[src/rtl/regfile_wb_if.sv]
// Bundle between the issue/write-back side and the register-set scheduler.
// The master drives requests; the slave is the scheduler itself.
interface regfile_wb_if #(
    parameter int XLEN = 32,
    parameter int AW   = 5
);
    localparam int NR = 1 << AW;

    logic            iss_valid;
    logic [AW-1:0]   iss_rd;
    logic [AW-1:0]   iss_rs1;
    logic [AW-1:0]   iss_rs2;
    logic            iss_use_rs1;
    logic            iss_use_rs2;
    logic            iss_ready;

    logic            alu_valid;
    logic [AW-1:0]   alu_rd;
    logic [XLEN-1:0] alu_data;
    logic            alu_ready;

    logic            lsu_valid;
    logic [AW-1:0]   lsu_rd;
    logic [XLEN-1:0] lsu_data;
    logic            lsu_ready;

    logic            rf_write;
    logic [AW-1:0]   rf_waddr;
    logic [XLEN-1:0] rf_wdata;
    logic [NR-1:0]   pending;
    logic            sb_err;

    modport master (
        output iss_valid, iss_rd, iss_rs1, iss_rs2,
        output iss_use_rs1, iss_use_rs2,
        input  iss_ready,
        output alu_valid, alu_rd, alu_data,
        input  alu_ready,
        output lsu_valid, lsu_rd, lsu_data,
        input  lsu_ready,
        input  rf_write, rf_waddr, rf_wdata,
        input  pending, sb_err
    );

    modport slave (
        input  iss_valid, iss_rd, iss_rs1, iss_rs2,
        input  iss_use_rs1, iss_use_rs2,
        output iss_ready,
        input  alu_valid, alu_rd, alu_data,
        output alu_ready,
        input  lsu_valid, lsu_rd, lsu_data,
        output lsu_ready,
        output rf_write, rf_waddr, rf_wdata,
        output pending, sb_err
    );
endinterface

[src/rtl/regfile_wb_scheduler.sv]
// Write-back arbiter (ALU vs LSU, round-robin on contention) and
// pending-write scoreboard that stalls issue on RAW/WAW hazards.
module regfile_wb_scheduler #(
    parameter int XLEN = 32,
    parameter int AW   = 5
) (
    input logic         clk,
    input logic         rstn,
    regfile_wb_if.slave bus
);
    localparam int NR = 1 << AW;

    logic [NR-1:0]   pending_q, pending_d;
    logic            ptr_q, ptr_d;
    logic            sb_err_q, sb_err_d;
    logic            rf_write_q, rf_write_d;
    logic [AW-1:0]   rf_waddr_q, rf_waddr_d;
    logic [XLEN-1:0] rf_wdata_q, rf_wdata_d;

    logic            alu_gnt, lsu_gnt;
    logic            xfer;
    logic [AW-1:0]   wb_rd;
    logic [XLEN-1:0] wb_data;
    logic            iss_ok;
    logic            iss_fire;

    // Hazard check: any used source or a non-x0 destination still pending.
    always_comb begin
        iss_ok = 1'b1;
        if (bus.iss_use_rs1 && pending_q[bus.iss_rs1])
            iss_ok = 1'b0;
        if (bus.iss_use_rs2 && pending_q[bus.iss_rs2])
            iss_ok = 1'b0;
        if ((bus.iss_rd != '0) && pending_q[bus.iss_rd])
            iss_ok = 1'b0;
        iss_fire = bus.iss_valid && iss_ok;
    end

    // Round-robin grant; the pointer only matters when both request.
    always_comb begin
        alu_gnt = bus.alu_valid && (!bus.lsu_valid || !ptr_q);
        lsu_gnt = bus.lsu_valid && (!bus.alu_valid || ptr_q);
        xfer    = alu_gnt || lsu_gnt;
        wb_rd   = lsu_gnt ? bus.lsu_rd : bus.alu_rd;
        wb_data = lsu_gnt ? bus.lsu_data : bus.alu_data;
    end

    // Next state: write register, pointer, scoreboard and error flag.
    always_comb begin
        rf_write_d = xfer && (wb_rd != '0);
        rf_waddr_d = rf_waddr_q;
        rf_wdata_d = rf_wdata_q;
        if (xfer) begin
            rf_waddr_d = wb_rd;
            rf_wdata_d = wb_data;
        end

        ptr_d = ptr_q;
        if (bus.alu_valid && bus.lsu_valid)
            ptr_d = !ptr_q;

        pending_d = pending_q;
        if (rf_write_q)
            pending_d[rf_waddr_q] = 1'b0;
        if (iss_fire && (bus.iss_rd != '0))
            pending_d[bus.iss_rd] = 1'b1;
        pending_d[0] = 1'b0;

        sb_err_d = sb_err_q;
        if (xfer && (wb_rd != '0) && !pending_q[wb_rd])
            sb_err_d = 1'b1;
    end

    // State registers, cleared asynchronously by rstn.
    always_ff @(posedge clk or negedge rstn) begin
        if (!rstn) begin
            pending_q  <= '0;
            ptr_q      <= 1'b0;
            sb_err_q   <= 1'b0;
            rf_write_q <= 1'b0;
            rf_waddr_q <= '0;
            rf_wdata_q <= '0;
        end else begin
            pending_q  <= pending_d;
            ptr_q      <= ptr_d;
            sb_err_q   <= sb_err_d;
            rf_write_q <= rf_write_d;
            rf_waddr_q <= rf_waddr_d;
            rf_wdata_q <= rf_wdata_d;
        end
    end

    assign bus.iss_ready = iss_ok;
    assign bus.alu_ready = alu_gnt;
    assign bus.lsu_ready = lsu_gnt;
    assign bus.rf_write  = rf_write_q;
    assign bus.rf_waddr  = rf_waddr_q;
    assign bus.rf_wdata  = rf_wdata_q;
    assign bus.pending   = pending_q;
    assign bus.sb_err    = sb_err_q;
endmodule

[src/flat_wrapper.sv]
// flat-port wrapper written by rule: the top's interface ports become plain ports
module regfile_wb_scheduler_flat 
#(
    parameter int XLEN = 32,
    parameter int AW   = 5
)
  (clk, rstn, bus_iss_valid, bus_iss_rd, bus_iss_rs1, bus_iss_rs2, bus_iss_use_rs1, bus_iss_use_rs2, bus_iss_ready, bus_alu_valid, bus_alu_rd, bus_alu_data, bus_alu_ready, bus_lsu_valid, bus_lsu_rd, bus_lsu_data, bus_lsu_ready, bus_rf_write, bus_rf_waddr, bus_rf_wdata, bus_pending, bus_sb_err);
  regfile_wb_if #(.XLEN(XLEN), .AW(AW)) bus_i ();
  input logic clk;
  input logic rstn;
  input wire logic [$bits(bus_i.iss_valid)-1:0] bus_iss_valid;
  input wire logic [$bits(bus_i.iss_rd)-1:0] bus_iss_rd;
  input wire logic [$bits(bus_i.iss_rs1)-1:0] bus_iss_rs1;
  input wire logic [$bits(bus_i.iss_rs2)-1:0] bus_iss_rs2;
  input wire logic [$bits(bus_i.iss_use_rs1)-1:0] bus_iss_use_rs1;
  input wire logic [$bits(bus_i.iss_use_rs2)-1:0] bus_iss_use_rs2;
  output wire logic [$bits(bus_i.iss_ready)-1:0] bus_iss_ready;
  input wire logic [$bits(bus_i.alu_valid)-1:0] bus_alu_valid;
  input wire logic [$bits(bus_i.alu_rd)-1:0] bus_alu_rd;
  input wire logic [$bits(bus_i.alu_data)-1:0] bus_alu_data;
  output wire logic [$bits(bus_i.alu_ready)-1:0] bus_alu_ready;
  input wire logic [$bits(bus_i.lsu_valid)-1:0] bus_lsu_valid;
  input wire logic [$bits(bus_i.lsu_rd)-1:0] bus_lsu_rd;
  input wire logic [$bits(bus_i.lsu_data)-1:0] bus_lsu_data;
  output wire logic [$bits(bus_i.lsu_ready)-1:0] bus_lsu_ready;
  output wire logic [$bits(bus_i.rf_write)-1:0] bus_rf_write;
  output wire logic [$bits(bus_i.rf_waddr)-1:0] bus_rf_waddr;
  output wire logic [$bits(bus_i.rf_wdata)-1:0] bus_rf_wdata;
  output wire logic [$bits(bus_i.pending)-1:0] bus_pending;
  output wire logic [$bits(bus_i.sb_err)-1:0] bus_sb_err;
  assign bus_i.iss_valid = bus_iss_valid;
  assign bus_i.iss_rd = bus_iss_rd;
  assign bus_i.iss_rs1 = bus_iss_rs1;
  assign bus_i.iss_rs2 = bus_iss_rs2;
  assign bus_i.iss_use_rs1 = bus_iss_use_rs1;
  assign bus_i.iss_use_rs2 = bus_iss_use_rs2;
  assign bus_iss_ready = bus_i.iss_ready;
  assign bus_i.alu_valid = bus_alu_valid;
  assign bus_i.alu_rd = bus_alu_rd;
  assign bus_i.alu_data = bus_alu_data;
  assign bus_alu_ready = bus_i.alu_ready;
  assign bus_i.lsu_valid = bus_lsu_valid;
  assign bus_i.lsu_rd = bus_lsu_rd;
  assign bus_i.lsu_data = bus_lsu_data;
  assign bus_lsu_ready = bus_i.lsu_ready;
  assign bus_rf_write = bus_i.rf_write;
  assign bus_rf_waddr = bus_i.rf_waddr;
  assign bus_rf_wdata = bus_i.rf_wdata;
  assign bus_pending = bus_i.pending;
  assign bus_sb_err = bus_i.sb_err;
  regfile_wb_scheduler #(.XLEN(XLEN), .AW(AW)) u_core (.clk(clk), .rstn(rstn), .bus(bus_i));
endmodule
[config.mk]
export PLATFORM = sky130hd
export DESIGN_NAME = regfile_wb_scheduler_flat
export DESIGN_NICKNAME = d
export VERILOG_FILES = /design/src/rtl/regfile_wb_if.sv /design/src/rtl/regfile_wb_scheduler.sv /design/src/flat_wrapper.sv
export SDC_FILE = /design/constraint.sdc
export NUM_CORES = 1
export LEC_CHECK = 0
export CORE_UTILIZATION = 49
export CTS_CLUSTER_DIAMETER = 80
export DETAILED_ROUTE_END_ITERATION = 8
export PLACE_DENSITY_LB_ADDON = 0.3
export SETUP_SLACK_MARGIN = 0.4
export SYNTH_ARGS = -nofsm -noshare
export SYNTH_HDL_FRONTEND = slang
export SYNTH_SLANG_ARGS = --single-unit
[constraint.sdc]
create_clock -name clk -period 8.3 [get_ports clk]
set_clock_uncertainty 0.05 [all_clocks]
set_input_delay 2.075 -clock clk [delete_from_list [all_inputs] [get_ports clk]]
set_output_delay 2.075 -clock clk [all_outputs]
set_load 0.03 [all_outputs]
==> run_results.csv <==
group,metric,value,unit
run_status,status,"completed",
floorplanning,fp.dieW,98.60,µm
global_routing,grt_antenna_before_repair,0,
sta,slew_headroom,24.10,%
critical_path,crit_type,"in -> out",
drt,viasPerCell,6.399,
floorplanning,die-area,9721,µm²
floorplanning,row_count,34,
logic_synthesis,synth_top_cell_by_area,"dfrtp_1",
sta,rsz0062_at_grt,"no",
sta,tns,0,ns
critical_path,path_max_fanout,11,
logic_synthesis,synthFlopType,"dfrtp_1",
placed_design,pre_cts_slack,1.013,ns
clocking,cts-root-buf,"clkbuf_8",
hold_path,hold_path_class,"reg -> reg",
drt,drt_iter0_markers,466,
logic_synthesis,synth_edf_count,0,
logic_synthesis,synth_top_family_by_area,"multiplexers",
logic_synthesis,synth_xor_area_share,0.1916,%
critical_path,crit_path_start,"bus_iss_rs1[1]",
cells_and_area,drive_above_1_share,13.36,%
logic_synthesis,synthSimpleGateAreaFrac,14.42,%
sta,clock.fmax,137.5,MHz
power_and_ir_drop,p_per_area,322.6,nW/µm²
sta,setup_ws,1.028,ns
critical_path,critical_path.reg2reg.endpoint,"u_core.bus.sb_err$_DFFE_PN0P_",
cells_and_area,syn2layout_area_growth,42.39,%
clocking,cts_tree,"built",
logic_synthesis,yosys_warnings,0,
logic_synthesis,synth.net_count,543,
drt,wl,15750,µm
logic_synthesis,synth_cells,447,
cells_and_area,num_antenna_cells,0,
clocking,cts_hold_buf,0,
logic_synthesis,yosys_register_bits,71,
floorplanning,io_pins,170,
drt,wl_per_cell,22.28,µm
clocking,clock_latency,0.34,ns
clocking,clkSlewWorstSetupHoldPaths,0.07,ns
placed_design,hpwl,11070,µm
flow_run,drv_cap,0,
hold_path,min_path_cells,2,
global_routing,grt_use_total,33.64,%
clocking,clk_path_buf_depth,2,
floorplanning,start_util,51.42,%
sta,finalHoldViolations,0,
critical_path,start_kind,"primary input",
sta,finalCriticalPeriod,7.272,ns
clocking,clkSinkCount,71,
power_and_ir_drop,peakVddDrop,0.2776,mV
cells_and_area,num-fill-cells,642,
drt,drc,0,
critical_path,crit_path_cell_trace,"clkdlybuf4s50_1 -> mux4_2 -> mux4_2 -> a311oi_2 -> nand2_1 -> nor2_1 -> clkdlybuf4s50_1",
clocking,post_cts_buffers,0,
sta,slew_viol_final,0,
critical_path,r2r_cells,7,
logic_synthesis,postSynthAreaPerCell,10.23,µm²
logic_synthesis,synth_top_area_share,38.86,%
critical_path,worstPathArrival,5.15,ns
floorplanning,core,8891,µm²
critical_path,rrSetupSlack,5.11,ns
drt,via_count,4524,
logic_synthesis,synth_compound_area_share,17.16,%
power_and_ir_drop,p_total,2.100,mW
logic_synthesis,ys_seq_area_share,38.86,%
hold_path,holdPathEnd,"u_core.bus.sb_err$_DFFE_PN0P_",
critical_path,cpMaxStageDelayCell,"clkdlybuf4s50_1",
global_routing,grt_pass1_vias,4529,
placed_design,place_congestion,0.9428,
logic_synthesis,async_flop_share,100.0,%
logic_synthesis,synth_top_cells_by_area,"dfrtp_1, mux4_2, mux2i_1, o21ai_0, nand2_1",
clocking,cts_inserted_buffers,9,
global_routing,grt-ovfl-total,0,
cells_and_area,num-nets-final,690,
critical_path,cp.required,6.18,ns
drt,dr.pass1.iters,5,
critical_path,reg2reg_from,"u_core.ptr_q$_DFFE_PN0P_",
sta,worst_pin_slew,1.107,ns
logic_synthesis,synthAdderAreaFrac,0,%
floorplanning,die_y,98.60,µm
critical_path,worst_path_largest_cell_delay,0.86,ns
placed_design,place.port_buffers,168,
hold_path,worstHoldStart,"u_core.bus.sb_err$_DFFE_PN0P_",
clocking,cts-htree-levels,3,
logic_synthesis,ys_types,50,
drt,ant_nets,0,
sta,fin_crit_sh,87.61,%
logic_synthesis,synthMuxAreaShare,25.62,%
clocking,cts_resized,0,
power_and_ir_drop,leakage,2.534,nW
global_routing,grt_max_degree,77,
sta,setup_viol,0,
global_routing,grt_pass1_wl,24810,µm
critical_path,worstSetupEndpointType,"output port",
logic_synthesis,syn_area,4572,µm²
[layer usage]
layer / global-route usage, % / vias to the layer above / part of all wire [%]
met3: 7.092 / 64 / 9.8
li1: - / 1968 / -
met4: 14.58 / 0 / 3.6
met5: 0 / - / 0
met1: 43.20 / 2163 / 38
met2: 55.47 / 329 / 49
[stage by stage]
| stage | area (µm²) | util [%] | hold slack (ns) | std cells |
|---|---|---|---|---|
| 4_1_cts | 6510 | 73.22 | 0.4270 | 707 |
| 2_1_floorplan | 4572 | - | 0.4028 | 447 |
| 3_3_place_gp | 6269 | 70.50 | 0.4174 | 691 |
| 3_5_place_dp | 6269 | 70.50 | 0.4091 | 691 |
| 5_1_grt | 6510 | 73.22 | 0.4604 | 707 |
| 6_report | 6510 | 73.22 | 0.4279 | 707 |
[worst max-delay path, delay by kind of cell]
kind,cells,cell delay [ns]
simple gates,2,0.18
mux,2,1.06
compound gates,1,0.30
buf+inv,2,1.54
[cells by family (layout without fill, tap and decap cells)]
family / Yosys count / after routing
buffers and inverters: 40 / 192
AND/OR/NAND/NOR: 126 / 126
XOR/XNOR: 1 / 1
multiplexers: 79 / 79
other: 1 / 1
AO/OA/AOI/OAI: 129 / 129
flip-flops: 71 / 71
[report_power, final]
group / switching, mW / internal (mW) / total [mW] / leakage, nW
sequential: 0.254 / 0.469 / 0.723 / 0.854
clock: 0.133 / 0.194 / 0.328 / 0.119
combinational: 0.546 / 0.502 / 1.05 / 1.56
[area by class of cell]
| type | count | area [µm²] | share of cell area, % |
|---|---|---|---|
| inverter | 5 | 18.77 | 0.2883 |
| timing repair buffer | 171 | 1699 | 26.10 |
| clock inverter | 4 | 76.32 | 1.172 |
| clock buffer | 12 | 165.2 | 2.537 |
| multi-input combinational | 336 | 2639 | 40.53 |
| sequential | 71 | 1777 | 27.29 |
| tap | 108 | 135.1 | 2.076 |
[registers in the layout, indices dropped and copies added, names as in the netlist]
name / count
u_core.bus.pending: 31
u_core.bus.rf_write: 1
u_core.bus.rf_wdata: 32
u_core.ptr_q: 1
u_core.bus.rf_waddr: 5
u_core.bus.sb_err: 1
[cells in the mapped netlist, types with 6 or more instances]
cell / n
nand2_1: 49
nor3_1: 6
nand2b_1: 7
o21ai_0: 64
o21ai_2: 16
dfrtp_1: 71
o21ai_1: 15
a21oi_1: 12
clkbuf_1: 28
mux4_2: 30
nor2_1: 13
nand3_1: 10
mux2i_1: 45
nand3b_1: 12
[worst max path at each step]
stage / slack, ns / endpoint
after CTS: 1.02 / bus_iss_ready
final: 1.03 / bus_iss_ready
after detailed placement: 1.01 / bus_iss_ready
after global routing: 0.81 / bus_iss_ready
after global placement: 1.07 / bus_iss_ready
after floorplan: 2.18 / bus_iss_ready
[placed cells by master (no fill, tap or decap), types with 2 or more instances in the layout]
| cell type | Yosys | final |
|---|---|---|
| clkdlybuf4s50_1 | 0 | 167 |
| dfrtp_1 | 71 | 71 |
| o21ai_0 | 64 | 64 |
| nand2_1 | 49 | 49 |
| mux2i_1 | 45 | 45 |
| mux4_2 | 30 | 30 |
| o21ai_2 | 16 | 16 |
| o21ai_1 | 15 | 15 |
| nor2_1 | 13 | 13 |
| nand3b_1 | 12 | 12 |
| a21oi_1 | 12 | 12 |
| clkbuf_8 | 0 | 12 |
| nand3_1 | 10 | 10 |
| nand2b_1 | 7 | 7 |
| nor3_1 | 6 | 6 |
| or3b_2 | 5 | 5 |
| or3_1 | 5 | 5 |
| mux2_2 | 4 | 4 |
| inv_1 | 5 | 4 |
| nor2b_1 | 3 | 3 |
| a211oi_1 | 3 | 3 |
| a41oi_1 | 3 | 3 |
| nor3b_1 | 3 | 3 |
| buf_4 | 4 | 3 |
| o211ai_1 | 2 | 2 |
| or3b_1 | 2 | 2 |
| o41ai_1 | 2 | 2 |
| a21boi_0 | 3 | 2 |
| and3_1 | 2 | 2 |
| bufinv_16 | 0 | 2 |
(Power assumes the default switching activity.)
